`src/rtl/seq_add_multiplier_if.sv`:
```
// Operand/result bus of the repeated-addition multiplier.
// The ovf signal exists only when SEQ_MUL_OVF_EN is defined.
interface seq_add_multiplier_if #(
    parameter int unsigned WIDTH = 16
);
    logic             start;
    logic [WIDTH-1:0] data_in;
    logic [WIDTH-1:0] product;
    logic             done;
    logic             busy;
`ifdef SEQ_MUL_OVF_EN
    logic             ovf;
`endif

    // Requester side: drives start and operands, observes the result
    modport master (
        output start,
        output data_in,
        input  product,
        input  done,
        input  busy
`ifdef SEQ_MUL_OVF_EN
        ,
        input  ovf
`endif
    );

    // Multiplier side
    modport slave (
        input  start,
        input  data_in,
        output product,
        output done,
        output busy
`ifdef SEQ_MUL_OVF_EN
        ,
        output ovf
`endif
    );
endinterface

```
`src/rtl/seq_add_multiplier.sv`:
```
// Unsigned sequential multiplier: P = A added B times, B counted down to zero.
// Operands A then B arrive on one shared bus. Product wraps modulo 2^WIDTH.
// Optional feature macro: SEQ_MUL_OVF_EN adds a sticky carry-out flag (ovf).
module seq_add_multiplier #(
    parameter int unsigned WIDTH = 16
) (
    input  logic                 clk,
    input  logic                 rst_n,
    seq_add_multiplier_if.slave  bus
);

    typedef enum logic [2:0] {
        S_IDLE   = 3'd0,
        S_ARM    = 3'd1,
        S_LOAD_A = 3'd2,
        S_LOAD_B = 3'd3,
        S_CALC   = 3'd4,
        S_DONE   = 3'd5
    } state_e;

    state_e           state_q, state_d;

    logic [WIDTH-1:0] a_q, a_d;
    logic [WIDTH-1:0] b_q, b_d;
    logic [WIDTH-1:0] p_q, p_d;
    logic             done_q, done_d;
    logic             busy_q, busy_d;

    logic             ld_a, ld_b, clr_p, ld_p, dec_b;
    logic             eqz;
    logic [WIDTH-1:0] sum;

    // Zero detect on the down-counting multiplier
    assign eqz = (b_q == '0);

`ifdef SEQ_MUL_OVF_EN
    logic [WIDTH:0]   sum_full;
    logic             ovf_q, ovf_d;

    // Adder with carry kept for overflow tracking
    assign sum_full = {1'b0, p_q} + {1'b0, a_q};
    assign sum      = sum_full[WIDTH-1:0];
`else
    // Adder, wrap-around is silent
    assign sum      = p_q + a_q;
`endif

    // State register
    always_ff @(posedge clk or negedge rst_n) begin
        if (!rst_n) begin
            state_q <= S_IDLE;
        end else begin
            state_q <= state_d;
        end
    end

    // Next-state and datapath control decode
    always_comb begin
        state_d = state_q;
        ld_a    = 1'b0;
        ld_b    = 1'b0;
        clr_p   = 1'b0;
        ld_p    = 1'b0;
        dec_b   = 1'b0;
        unique case (state_q)
            S_IDLE: begin
                if (bus.start) begin
                    state_d = S_ARM;
                end
            end
            S_ARM: begin
                clr_p   = 1'b1;
                state_d = S_LOAD_A;
            end
            S_LOAD_A: begin
                ld_a    = 1'b1;
                state_d = S_LOAD_B;
            end
            S_LOAD_B: begin
                ld_b    = 1'b1;
                state_d = S_CALC;
            end
            S_CALC: begin
                if (eqz) begin
                    state_d = S_DONE;
                end else begin
                    ld_p  = 1'b1;
                    dec_b = 1'b1;
                end
            end
            S_DONE: begin
                if (!bus.start) begin
                    state_d = S_IDLE;
                end
            end
            default: begin
                state_d = S_IDLE;
            end
        endcase
    end

    // Datapath next values; at most one control per register is active in any state
    always_comb begin
        a_d = a_q;
        b_d = b_q;
        p_d = p_q;
        if (ld_a) begin
            a_d = bus.data_in;
        end
        if (ld_b) begin
            b_d = bus.data_in;
        end else if (dec_b) begin
            b_d = b_q - WIDTH'(1);
        end
        if (clr_p) begin
            p_d = '0;
        end else if (ld_p) begin
            p_d = sum;
        end
    end

    // Status outputs are registered, decoded from the state being entered
    always_comb begin
        done_d = (state_d == S_DONE);
        busy_d = (state_d != S_IDLE) && (state_d != S_DONE);
    end

    // Datapath and status registers; reset discards any partial result
    always_ff @(posedge clk or negedge rst_n) begin
        if (!rst_n) begin
            a_q    <= '0;
            b_q    <= '0;
            p_q    <= '0;
            done_q <= 1'b0;
            busy_q <= 1'b0;
        end else begin
            a_q    <= a_d;
            b_q    <= b_d;
            p_q    <= p_d;
            done_q <= done_d;
            busy_q <= busy_d;
        end
    end

`ifdef SEQ_MUL_OVF_EN
    // Sticky overflow: cleared at the start of each run, set on any CALC carry-out
    always_comb begin
        ovf_d = ovf_q;
        if (clr_p) begin
            ovf_d = 1'b0;
        end else if (ld_p && sum_full[WIDTH]) begin
            ovf_d = 1'b1;
        end
    end

    // Overflow flag register
    always_ff @(posedge clk or negedge rst_n) begin
        if (!rst_n) begin
            ovf_q <= 1'b0;
        end else begin
            ovf_q <= ovf_d;
        end
    end

    assign bus.ovf = ovf_q;
`endif

    assign bus.product = p_q;
    assign bus.done    = done_q;
    assign bus.busy    = busy_q;

endmodule

```
`src/flat_wrapper.sv`:
```
// flat-port wrapper written by rule: the top's interface ports become plain ports
module seq_add_multiplier_flat 
#(
    parameter int unsigned WIDTH = 16
)
  (clk, rst_n, bus_start, bus_data_in, bus_product, bus_done, bus_busy);
  seq_add_multiplier_if #(.WIDTH(WIDTH)) bus_i ();
  input  logic clk;
  input  logic rst_n;
  input wire logic [$bits(bus_i.start)-1:0] bus_start;
  input wire logic [$bits(bus_i.data_in)-1:0] bus_data_in;
  output wire logic [$bits(bus_i.product)-1:0] bus_product;
  output wire logic [$bits(bus_i.done)-1:0] bus_done;
  output wire logic [$bits(bus_i.busy)-1:0] bus_busy;
  assign bus_i.start = bus_start;
  assign bus_i.data_in = bus_data_in;
  assign bus_product = bus_i.product;
  assign bus_done = bus_i.done;
  assign bus_busy = bus_i.busy;
  seq_add_multiplier #(.WIDTH(WIDTH)) u_core (.clk(clk), .rst_n(rst_n), .bus(bus_i));
endmodule
```
`config.mk`:
```
export PLATFORM = sky130hd
export DESIGN_NAME = seq_add_multiplier_flat
export DESIGN_NICKNAME = d
export VERILOG_FILES = /design/src/rtl/seq_add_multiplier_if.sv /design/src/rtl/seq_add_multiplier.sv /design/src/flat_wrapper.sv
export SDC_FILE = /design/constraint.sdc
export NUM_CORES = 1
export LEC_CHECK = 0
export ABC_AREA = 1
export CAP_MARGIN = 15
export CORE_MARGIN = 8
export CORE_UTILIZATION = 61
export DETAILED_ROUTE_END_ITERATION = 10
export GPL_TIMING_DRIVEN = 0
export PLACE_DENSITY = 0.95
export SYNTH_ARGS = -nofsm -noshare
export SYNTH_HDL_FRONTEND = slang
export SYNTH_SLANG_ARGS = --single-unit
```
`constraint.sdc`:
```
create_clock -name clk -period 4.65 [get_ports clk]
set_input_delay 0.6975 -clock clk [delete_from_list [all_inputs] [get_ports clk]]
set_output_delay 0.6975 -clock clk [all_outputs]
set_load 0.02 [all_outputs]
```
After elaboration in Yosys (flattened, before gate mapping)
Cells that the tools add are included.
W data, S select, Z words.
{"block": "totals", "reg_bits": 53, "output_inout_bits": 18}
{"block": "op_classes", "add_sub_neg": 2, "n_reduce_logical": 6, "eq_ne": 7, "mux": 13}
{"cell": "$mux W16", "count": 4}
{"cell": "$pmux W3 S6", "count": 1}
{"cell": "$add A16 B16 Y16", "count": 1}
{"cell": "$logic_not A16 Y1", "count": 1}
{"cell": "$sub A16 B1 Y16 const B", "count": 1}
{"cell": "$eq A3 B3 Y1 const B", "count": 3}
{"cell": "$mux W3", "count": 3}
{"cell": "$eq A3 B2 Y1 const B", "count": 2}
{"cell": "$mux W1", "count": 5}
{"cell": "$reduce_bool A2 Y1", "count": 2}
{"cell": "$eq A3 B1 Y1 const B", "count": 1}
{"cell": "$logic_not A3 Y1", "count": 1}
{"cell": "$ne A3 B3 Y1 const B", "count": 1}
{"cell": "$reduce_bool A3 Y1", "count": 1}
{"cell": "$logic_and A1 B1 Y1", "count": 1}

Depth between registers and ports, before layout
Gate-level depths: netlist of run 1.
{"block": "logic_depth", "ltp_word": 5, "mapped_depth": 11, "ltp_nobuf": 11}

Least setup slack after synthesis of run 1
OpenSTA, ideal clock, no wires.
{"block": "synth_path", "path_type": "reg-to-reg", "start": "register u_core.p_q[0] (netlist: u_core.bus.product[0])", "end": "register u_core.p_q[8] (netlist: u_core.bus.product[8])", "t_arrival_ps": 1689, "path_slack_ps": 2835, "stages_incl_launch_ff": 10, "cell_sequence": "dfrtp_1 ha_1 fa_1 nand2_1 nand2_1 and2_1 a21oi_1 nand2_1 nand2_1 o21ai_0"}
{"block": "synth_via", "elab_chain_len": 3}
{"item": "start, declared", "line": "seq_add_multiplier.sv:25", "text": "logic [WIDTH-1:0] p_q, p_d;"}
{"item": "start signal, assigned", "line": "seq_add_multiplier.sv:139", "text": "p_q <= p_d;"}
{"item": "$add A16 B16 Y16", "line": "seq_add_multiplier.sv:45", "text": "assign sum = p_q + a_q;"}
{"item": "$mux W16", "line": "seq_add_multiplier.sv:117", "text": "end else if (ld_p) begin"}
{"item": "$mux W16", "line": "seq_add_multiplier.sv:115", "text": "if (clr_p) begin"}
Every way passes these cells. The select of a mux whose other input is x is not followed.
A chain may end at the register's enable or synchronous reset.

Worst setup path in the final report of run 1
{"block": "layout_path", "start": "register u_core.p_q[1] (netlist: u_core.bus.product[1])", "end": "output port bus_product[1]"}
{"item": "end, declared", "line": "flat_wrapper.sv:12", "text": "output wire logic [$bits(bus_i.product)-1:0] bus_product;"}
No word-level cell between the ends.

==> run_results.csv, run 1 <==
group,metric,value,unit
floorplan,fp.dieW,91.1,um
sta,max_slew.worst_pin.slew,0.501,ns
worst_setup_path,worstSetupEndpointType,"primary output",
layout,antennaDiodeCount,0,
placed_design,placedCellCount,568,
synth,syn-cell-area,3440,um^2
clocking,clk_latency,0.31,ns
placed_design,routabilityCongestion,0.947,
drt,antenna_violating_nets_post_route,0,
placed_design,portBuffers,36,
synth,post-synth-top-area-cell,"dfrtp_1",
drt,via_per_inst,5.58,
floorplan,initial_core_util,0.629,
sta,finalMaxSlewViolations,0,
drt,detail_route.drc_violations,0,
clocking,h-tree-depth,2,
floorplan,dieArea,8300,um^2
synth,synthFlopType,"dfrtp_1",
layout,layout.cell_area.non_filler,3990,um^2
worst_setup_path,critical_path.max_stage_delay,0.63,ns
floorplan,num_io_pins,37,
synth,synthesis.area_per_instance,7.50,um^2
clocking,clkTransAtPathRegs,0.10,ns
clocking,post_cts_buffers,0,
synth,postSynth.asyncResetShare,1.00,
worst_setup_path,crit_chain,"clkdlybuf4s50_1",
clocking,cts_made_buffers,5,
power_and_ir_drop,power.leakage,2.07,nW
synth,synth_top_area_share,0.385,
drt,routed-via-count,3212,
status,outcome,"finished clean",
sta,report.final.hold_viol_count,0,
placed_design,placement.setup.worst_slack,2.75,ns
floorplan,num_rows,27,
drt,drt_first_iter_violations,190,
worst_setup_path,critical_path.n_buffers_inverters,1,
global_route,grt_max_degree,35,
worst_setup_path,timing.critical_path.fanout_max,4,
clocking,cts_hold_repair.buffers,0,
global_route,grt_remaining_overflow,0,
sta,max_clock_freq,483,MHz
sta,finalSetupViolations,0,
clocking,tritoncts,"yes",
worst_setup_path,timing.critical_path.depth,1,
sta,rsz0062_at_grt,"false",
drt,route.final.wire_length,8710,um
global_route,grt.total_usage,0.218,
job,drv.max_cap_violation_count,0,
worst_setup_path,crit-reg2reg-capture,"u_core.bus.product[8]$_DFFE_PN0P_",
sta,setup_total_negative_slack,0,ns
clocking,clk_path_buf_depth,2,
worst_setup_path,regToRegSetupSlack,2.71,ns
layout,design.final.nets,539,
power_and_ir_drop,power.density_cell_area,786,nW/um^2
clocking,cts.root.buffer_cell,"clkbuf_8",
floorplan,die_h,91.1,um
power_and_ir_drop,power.ir.vdd_worst,0.507,mV
sta,hold-worst-slack,0.339,ns
worst_setup_path,crit_path_start,"u_core.bus.product[1]$_DFFE_PN0P_",
layout,layout_area_overhead,15.9,%
synth,synthesis.nets,495,
worst_setup_path,worstSetupPathType,"reg2out",
sta,slew_headroom,0.666,
synth,number_of_flops_mapped_to_enable_cells_by_yosys,0,
drt,drtPass1Iterations,5,
synth,synth_seq_area_share,0.385,
placed_design,place.detailed.hpwl,6630,um
worst_setup_path,timing.reg2reg.worst_path_depth,9,
synth,synthCells,459,
synth,flip_flop_and_latch_count_after_synthesis,53,
layout,post_route_cells_drive_above_1_share,0.0933,
worst_setup_path,timing.critical_path.max_delay_family,"buffers and inverters",
worst_hold_path,min_path_type,"in2async",
global_route,antenna_found_initial,0,
floorplan,core_region_area,5470,um^2
sta,fin_crit_sh,0.445,
synth,post_synthesis_cell_type_count,35,
layout,fillCellCount,433,
synth,netlist_top_cells_area,"dfrtp_1 (39%), nand2_1 (18%), inv_1 (6.2%)",
clocking,numClockSinks,53,
sta,layout_setup_ws,2.58,ns
worst_setup_path,critical_path.startpoint_type,"flop",
worst_setup_path,critical_path_cell_with_the_highest_stage_delay,"clkdlybuf4s50_1",
sta,period_minus_slack,2.07,ns
synth,synth_warnings,0,
sta,skew,0.00322,ns
placed_design,dpl_cell_area,3910,um^2
drt,wl_per_cell,15.1,um
worst_setup_path,data_arrival_time_of_the_critical_path,1.37,ns
clocking,cts_resized,0,
worst_setup_path,reg2reg_from,"u_core.bus.product[0]$_DFFE_PN0P_",
layout,post_route_insts_no_fill,576,
worst_setup_path,timing.critical_path.required,3.95,ns
global_route,grt_pass1_wl,15100,um
global_route,first_global_vias,3342,
worst max path at each step:
stage | endpoint | slack, ns
after floorplan | u_core.bus.product[8]$_DFFE_PN0P_ | 2.83
after global placement | u_core.b_q[1]$_DFFE_PN0P_ | 1.31
after detailed placement | u_core.bus.product[8]$_DFFE_PN0P_ | 2.75
after CTS | bus_product[1] | 2.56
after global routing | bus_product[1] | 2.52
final | bus_product[1] | 2.58
sequential cells by signal (all words and copies together) (netlist names):
signal	cells
u_core.bus.product	16
u_core.a_q	16
u_core.state_q	3
u_core.bus.done	1
u_core.b_q	16
u_core.bus.busy	1
power breakdown:
| group | total [mW] | internal [mW] | switching (mW) |
|---|---|---|---|
| sequential | 0.884 | 0.688 | 0.196 |
| combinational | 1.99 | 0.792 | 1.20 |
| clock | 0.262 | 0.105 | 0.157 |
| total | 3.14 | 1.59 | 1.55 |
layout make-up:
cell class | count | area (um^2) | share of cell area
sequential | 53 | 1330 | 0.332
timing repair buffer | 37 | 375 | 0.0940
multi-input combinational | 339 | 1830 | 0.458
clock inverter | 2 | 10.0 | 0.00251
tap | 72 | 90.1 | 0.0226
buffer | 7 | 60.1 | 0.0150
clock buffer | 6 | 72.6 | 0.0182
inverter | 60 | 230 | 0.0577
cells in the final DEF (no fill, tap or decap), types with 2 or more instances in the layout:
master           Yosys  routed
dfrtp_1             53      53
nand2_1            164     164
buf_2                3       4
nand3_1             32      32
buf_6                4       4
nor3_1               5       5
nor2_4               3       3
or2_2                3       3
o21bai_1             2       2
nand2_2              2       2
clkdlybuf4s50_1      0      35
ha_1                16      16
mux2_2              14      14
inv_1               57      57
nor2_1              33      33
nor2_2               2       2
a21oi_1             11      11
o21ai_0             12      12
xnor2_1              5       5
nand4_1              8       8
xor2_1               7       7
o211ai_1             6       6
nand3b_1             4       4
clkinv_2             0       2
clkbuf_8             0       5
routing by layer:
metal	vias up	part of all wire	global-route usage
li1	1544	-	-
met1	1515	0.44	0.264
met2	129	0.48	0.367
met3	24	0.064	0.0469
met4	0	0.019	0.0887
met5	-	0	0
Yosys cell counts, drive strengths merged (2+ instances only):
cell	instances
ha	16
nor2	38
or2	3
o21ai	12
nand2	167
nand3b	4
nor3	6
inv	58
xor2	7
o211ai	6
mux2	14
buf	7
nand3	33
xnor2	5
a21oi	12
clkinv	2
o21bai	2
dfrtp	53
nand4	8
kinds of logic after synthesis:
family                   share of synthesized area
adder cells (fa/ha/maj)                     0.0640
multiplexers                                0.0458
AO/OA/AOI/OAI                               0.0650
flip-flops                                   0.385
XOR/XNOR                                    0.0305
buffers and inverters                       0.0843
AND/OR/NAND/NOR                              0.325
metrics by stage:
stage	util	total power [mW]
3_3_place_gp	0.711	2.72
5_1_grt	0.729	3.43
3_5_place_dp	0.714	2.84
2_1_floorplan	-	2.29
6_report	0.729	3.14
4_1_cts	0.729	3.11
Power figures use the tool's default switching activity.
==> run 2: changes to the inputs <==
- CORE_UTILIZATION: 61 -> 52
- PLACE_DENSITY: 0.95 -> 0.88
- clock period: 4.65 -> 1.7 ns (I/O delays scaled with it)
==> run_results.csv, run 2 (synthesis gave the netlist of run 1 again) <==
group,metric,value,unit
clocking,h-tree-depth,2,
worst_setup_path,critical_path.startpoint_type,"flop",
worst_setup_path,timing.critical_path.required,1.91,ns
job,drv.max_cap_violation_count,0,
sta,period_minus_slack,1.72,ns
sta,finalSetupViolations,3,
clocking,clk_path_buf_depth,2,
global_route,grt_remaining_overflow,0,
drt,wl_met2,4710,um
status,failed_checks,"negative setup slack",
global_route,first_global_vias,3263,
layout,fillCellCount,486,
global_route,grt_max_degree,31,
sta,finalMaxSlewViolations,0,
floorplan,die_h,97.4,um
drt,wl_met1,3950,um
sta,max_slew.worst_pin.slew,0.584,ns
sta,fin_crit_sh,1.01,
layout,final_cell_mix,"nand2_1 (152), inv_1 (55), dfrtp_1 (52)",
floorplan,dieArea,9480,um^2
status,outcome,"finished, violations left",
sta,rsz0062_at_grt,"true",
worst_setup_path,data_arrival_time_of_the_critical_path,1.93,ns
sta,hold-worst-slack,0.471,ns
sta,skew,0.00443,ns
global_route,antenna_found_initial,0,
placed_design,place.detailed.hpwl,6360,um
drt,routed-via-count,3368,
drt,via_per_inst,5.63,
drt,detail_route.drc_violations,0,
layout,post_route_insts_no_fill,598,
placed_design,placement.setup.worst_slack,-0.0948,ns
drt,antenna_violating_nets_post_route,0,
power_and_ir_drop,power.ir.vdd_worst,1.27,mV
worst_setup_path,regToRegSetupSlack,-0.02,ns
worst_setup_path,reg2reg_from,"u_core.bus.product[0]$_DFFE_PN0P_",
clocking,cts.root.buffer_cell,"clkbuf_8",
placed_design,placedCellCount,573,
layout,antennaDiodeCount,0,
worst_setup_path,worstSetupEndpointType,"flop",
drt,drt_first_iter_violations,210,
sta,report.final.hold_viol_count,0,
floorplan,core_region_area,6390,um^2
layout,layout_commonest_cell,"nand2_1",
global_route,grt_pass1_wl,15100,um
clocking,numClockSinks,53,
floorplan,initial_core_util,0.539,
worst_hold_path,min_path_type,"in2async",
clocking,clkTransAtPathRegs,0.10,ns
floorplan,num_rows,29,
worst_setup_path,worstSetupPathType,"reg2reg",
clocking,clk_latency,0.31,ns
worst_setup_path,crit-reg2reg-capture,"u_core.bus.product[14]$_DFFE_PN0P_",
layout,post_route_cells_drive_above_1_share,0.198,
layout,layout_area_overhead,28.6,%
floorplan,fp.dieW,97.4,um
clocking,cts_made_buffers,5,
sta,slew_headroom,0.611,
drt,wl_met3,729,um
drt,max_used_layer,"met4",
power_and_ir_drop,power.density_cell_area,2230,nW/um^2
sta,layout_setup_ws,-0.0217,ns
clocking,tritoncts,"yes",
global_route,grt.total_usage,0.188,
floorplan,num_io_pins,37,
drt,drtPass1Iterations,5,
sta,max_clock_freq,581,MHz
layout,design.final.nets,556,
drt,wl_per_cell,16.1,um
drt,route.final.wire_length,9640,um
power_and_ir_drop,power.leakage,2.26,nW
worst_setup_path,timing.critical_path.fanout_max,3,
placed_design,portBuffers,36,
placed_design,routabilityCongestion,0.888,
worst_setup_path,timing.reg2reg.worst_path_depth,10,
[run 2: cell types whose count changed in the layout (fill, tap and decap cells not counted), sizes merged]
cell	delta
buf	+15
bufinv	+1
clkbuf	+1
clkdlybuf4s50	-5
clkinv	-4
dlygate4sd3	+1
dlymetal6s2s	+5
inv	+3
[run 2: what timing repair did]
action / in CTS / in global routing
resized for setup: 15 / 34
endpoints found under the setup margin: 29 / 33
pin swaps: 4 / 7
cloned: 0 / 1
buffers inserted: 7 / 8
hold endpoints to repair: 23 / 0
hold buffers: 1 / 0
[run 2: cell type report]
type | instances | area, um^2 | area share
Clock inverter | 1 | 30.0 | 0.00678
Inverter | 60 | 233 | 0.0526
Tap cell | 77 | 96.3 | 0.0218
Buffer | 7 | 60.1 | 0.0136
Timing Repair inverter | 1 | 6.26 | 0.00141
Timing Repair Buffer | 53 | 510 | 0.115
Multi-Input combinational cell | 339 | 2080 | 0.469
Clock buffer | 7 | 86.3 | 0.0195
Sequential cell | 53 | 1330 | 0.300
[run 2: through the flow]
stage                     area [um^2]  TNS (ns)  total power [mW]  utilization
after CTS                        4190  -0.00557              9.01        0.657
after global routing             4430    -0.807              10.7        0.693
after floorplan                  3460         0              6.32            -
after detailed placement         3940     -1.77              7.73        0.616
after global placement           3920    -64.29              7.52        0.614
final                            4430   -0.0250              9.89        0.693
[run 2: worst max-delay path by stage]
| stage | startpoint | cells past startpoint | end |
|---|---|---|---|
| final | u_core.bus.product[0]$_DFFE_PN0P_ | 10 | u_core.bus.product[14]$_DFFE_PN0P_ |
| after global routing | u_core.bus.product[0]$_DFFE_PN0P_ | 10 | u_core.bus.product[10]$_DFFE_PN0P_ |
| after CTS | u_core.bus.product[0]$_DFFE_PN0P_ | 10 | u_core.bus.product[14]$_DFFE_PN0P_ |
| after detailed placement | u_core.b_q[0]$_DFFE_PN0P_ | 9 | u_core.b_q[0]$_DFFE_PN0P_ |
| after global placement | rst_n | 1 | u_core.bus.product[0]$_DFFE_PN0P_ |
| after floorplan | u_core.bus.product[0]$_DFFE_PN0P_ | 10 | u_core.bus.product[14]$_DFFE_PN0P_ |
[run 2: layer usage]
metal,vias up,GRT usage
met5,-,0
met4,0,0.0594
met3,28,0.0405
met2,164,0.307
met1,1586,0.240
li1,1590,-
[run 2: worst max-delay path: stages, from the launching register on]
cell      delay, ns
dfrtp_2        0.44
ha_4           0.17
fa_2           0.34
nand2_2        0.09
nand2_2        0.06
nand3b_1       0.13
nand2_2        0.11
nand2_2        0.08
nand3_1        0.07
nand3_1        0.09
nand2_1        0.05
[run 2: power breakdown]
part           internal [mW]  switching (mW)  total [mW]
Combinational           2.78            3.68        6.46
Sequential              1.88           0.633        2.52
Clock                  0.481           0.435       0.916
Total                   5.14            4.75        9.89
==> run 3: changes to the inputs <==
- GPL_TIMING_DRIVEN: 0 -> not set
- SETUP_SLACK_MARGIN: not set -> 0.3
==> run_results.csv, run 3 (synthesis gave the netlist of run 1 again) <==
group,metric,value,unit
sta,finalSetupViolations,5,
worst_setup_path,crit_chain,"ha_4, fa_2, nand2_2, nand2_2, nand3b_1, nand2_2, nand2_2, nand3_2, nand3_2, nand2_1",
floorplan,dieArea,9480,um^2
drt,drtPass1Iterations,6,
worst_setup_path,data_arrival_time_of_the_critical_path,1.96,ns
worst_hold_path,min_path_type,"in2async",
worst_setup_path,timing.critical_path.max_delay_family,"simple AND/OR/NAND/NOR gates",
drt,routed-via-count,3599,
worst_setup_path,critical_path.startpoint_type,"flop",
drt,antenna_violating_nets_post_route,0,
sta,period_minus_slack,1.74,ns
worst_setup_path,worstSetupPathType,"reg2reg",
sta,layout_setup_ws,-0.0433,ns
power_and_ir_drop,totalPowerFinal,12.1,mW
layout,layout_area_overhead,52.5,%
layout,final_cell_mix,"nand2_1 (111), inv_1 (49), buf_4 (42)",
sta,max_clock_freq,574,MHz
drt,detail_route.drc_violations,0,
sta,max_slew.worst_pin.slew,0.379,ns
layout,layout_commonest_cell,"nand2_1",
layout,finish.utilization,0.822,
clocking,clk_latency,0.32,ns
worst_setup_path,regToRegSetupSlack,-0.04,ns
power_and_ir_drop,power.leakage,2.60,nW
clocking,cts.root.buffer_cell,"clkbuf_8",
layout,antennaDiodeCount,0,
floorplan,core_region_area,6390,um^2
worst_setup_path,crit-reg2reg-capture,"u_core.bus.product[14]$_DFFE_PN0P_",
worst_setup_path,timing.reg2reg.worst_path_depth,10,
floorplan,initial_core_util,0.539,
drt,drt_first_iter_violations,153,
layout,design.final.nets,593,
status,outcome,"finished, violations left",
sta,report.final.hold_viol_count,0,
placed_design,portBuffers,36,
placed_design,placedCellCount,579,
sta,fin_crit_sh,1.03,
worst_setup_path,timing.critical_path.depth,10,
worst_setup_path,critical_path.max_stage_delay,0.44,ns
sta,skew,0.0103,ns
worst_setup_path,critical_path.n_buffers_inverters,0,
global_route,grt_pass1_wl,16500,um
power_and_ir_drop,power.ir.vdd_worst,1.59,mV
placed_design,routabilityCongestion,0.928,
floorplan,fp.dieW,97.4,um
sta,rsz0062_at_grt,"true",
worst_setup_path,timing.critical_path.fanout_max,3,
worst_setup_path,worstSetupEndpointType,"flop",
floorplan,num_rows,29,
worst_setup_path,critPathMostFrequentCell,"nand2_2",
worst_setup_path,critical_path_cell_with_the_highest_stage_delay,"dfrtp_2",
global_route,antenna_found_initial,0,
clocking,tritoncts,"yes",
layout,post_route_cells_drive_above_1_share,0.448,
layout,post_route_insts_no_fill,635,
clocking,clkTransAtPathRegs,0.10,ns
sta,slew_headroom,0.746,
floorplan,die_h,97.4,um
drt,via_per_inst,5.67,
placed_design,placement.setup.worst_slack,-0.0361,ns
clocking,numClockSinks,53,
global_route,first_global_vias,3482,
worst_setup_path,crit_path_start,"u_core.bus.product[0]$_DFFE_PN0P_",
drt,wl_per_cell,18.2,um
clocking,h-tree-depth,2,
worst_setup_path,critPathCapture,"u_core.bus.product[14]$_DFFE_PN0P_",
placed_design,place.detailed.hpwl,6720,um
global_route,grt_remaining_overflow,0,
clocking,clk_path_buf_depth,2,
worst_setup_path,timing.critical_path.required,1.92,ns
status,failed_checks,"negative setup slack",
global_route,grt_max_degree,54,
clocking,cts_made_buffers,5,
drt,route.final.wire_length,11600,um
floorplan,num_io_pins,37,
global_route,grt.total_usage,0.205,
worst_setup_path,reg2reg_from,"u_core.bus.product[0]$_DFFE_PN0P_",
sta,finalMaxSlewViolations,0,
power_and_ir_drop,power.density_cell_area,2310,nW/um^2
job,drv.max_cap_violation_count,0,
## run 3: cell count changes in the layout (fill, tap and decap cells not counted), sizes merged, moves of 3 or more
cell / delta
buf: +41
clkdlybuf4s15: +4
clkdlybuf4s50: -13
clkinv: +4
dlygate4sd2: +7
dlymetal6s2s: -5
inv: -3
## run 3: stage by stage
stage	instance area, um^2	setup TNS, ns	hold slack, ns
after detailed placement	4210	-0.0602	0.281
after global placement	4210	0	0.271
after CTS	4800	-0.0500	0.481
after global routing	5250	-0.869	0.505
final	5250	-0.132	0.451
after floorplan	3700	0	-0.0406
## run 3: final cells by class
type / count / area (um^2)
repair inverters: 1 / 16.3
well taps: 77 / 96.3
clock inverters: 3 / 65.1
flip-flops and latches: 53 / 1350
multi-input cells: 340 / 2570
repair buffers: 96 / 846
fillers: 359 / 1130
clock buffers: 5 / 68.8
inverters: 60 / 238
## run 3: worst min-delay path by stage
| stage | from | slack [ns] | to |
|---|---|---|---|
| finish | rst_n | 0.45 | u_core.bus.product[13]$_DFFE_PN0P_ |
| detailed placement | rst_n | 0.28 | u_core.bus.product[13]$_DFFE_PN0P_ |
| global placement | rst_n | 0.27 | u_core.bus.product[13]$_DFFE_PN0P_ |
| floorplan | rst_n | -0.04 | u_core.a_q[0]$_DFFE_PN0P_ |
| CTS | rst_n | 0.48 | u_core.bus.done$_DFF_PN0_ |
| global route | rst_n | 0.50 | u_core.bus.product[13]$_DFFE_PN0P_ |
## run 3: metal layers
metal  vias to the layer above  GRT usage  wire [um]
met2                       178      0.362       5850
met4                         0     0.0338        372
met1                      1730      0.247       4590
li1                       1648          -          -
met5                         -          0          0
met3                        43     0.0533        757
## run 3: repair_timing
item | in CTS | in global routing
buffers inserted | 18 | 27
pin swaps | 44 | 49
endpoints found under the setup margin | 50 | 55
endpoints found under the hold margin | 53 | 0
gates resized for setup | 128 | 74
hold buffers | 1 | 0
gates cloned | 2 | 0
## run 3: power breakdown
part	internal (mW)	total, mW	switching, mW
Combinational	3.75	8.39	4.63
Sequential	1.92	2.68	0.760
Clock	0.586	1.05	0.469
Total	6.26	12.1	5.86
## run 3: worst register-to-register path: stages, from the launching register on
cell      delay (ns)
dfrtp_2         0.44
ha_4            0.17
fa_2            0.34
nand2_2         0.08
nand2_2         0.06
nand3b_1        0.12
nand2_2         0.11
nand2_2         0.09
nand3_2         0.09
nand3_2         0.10
nand2_1         0.05
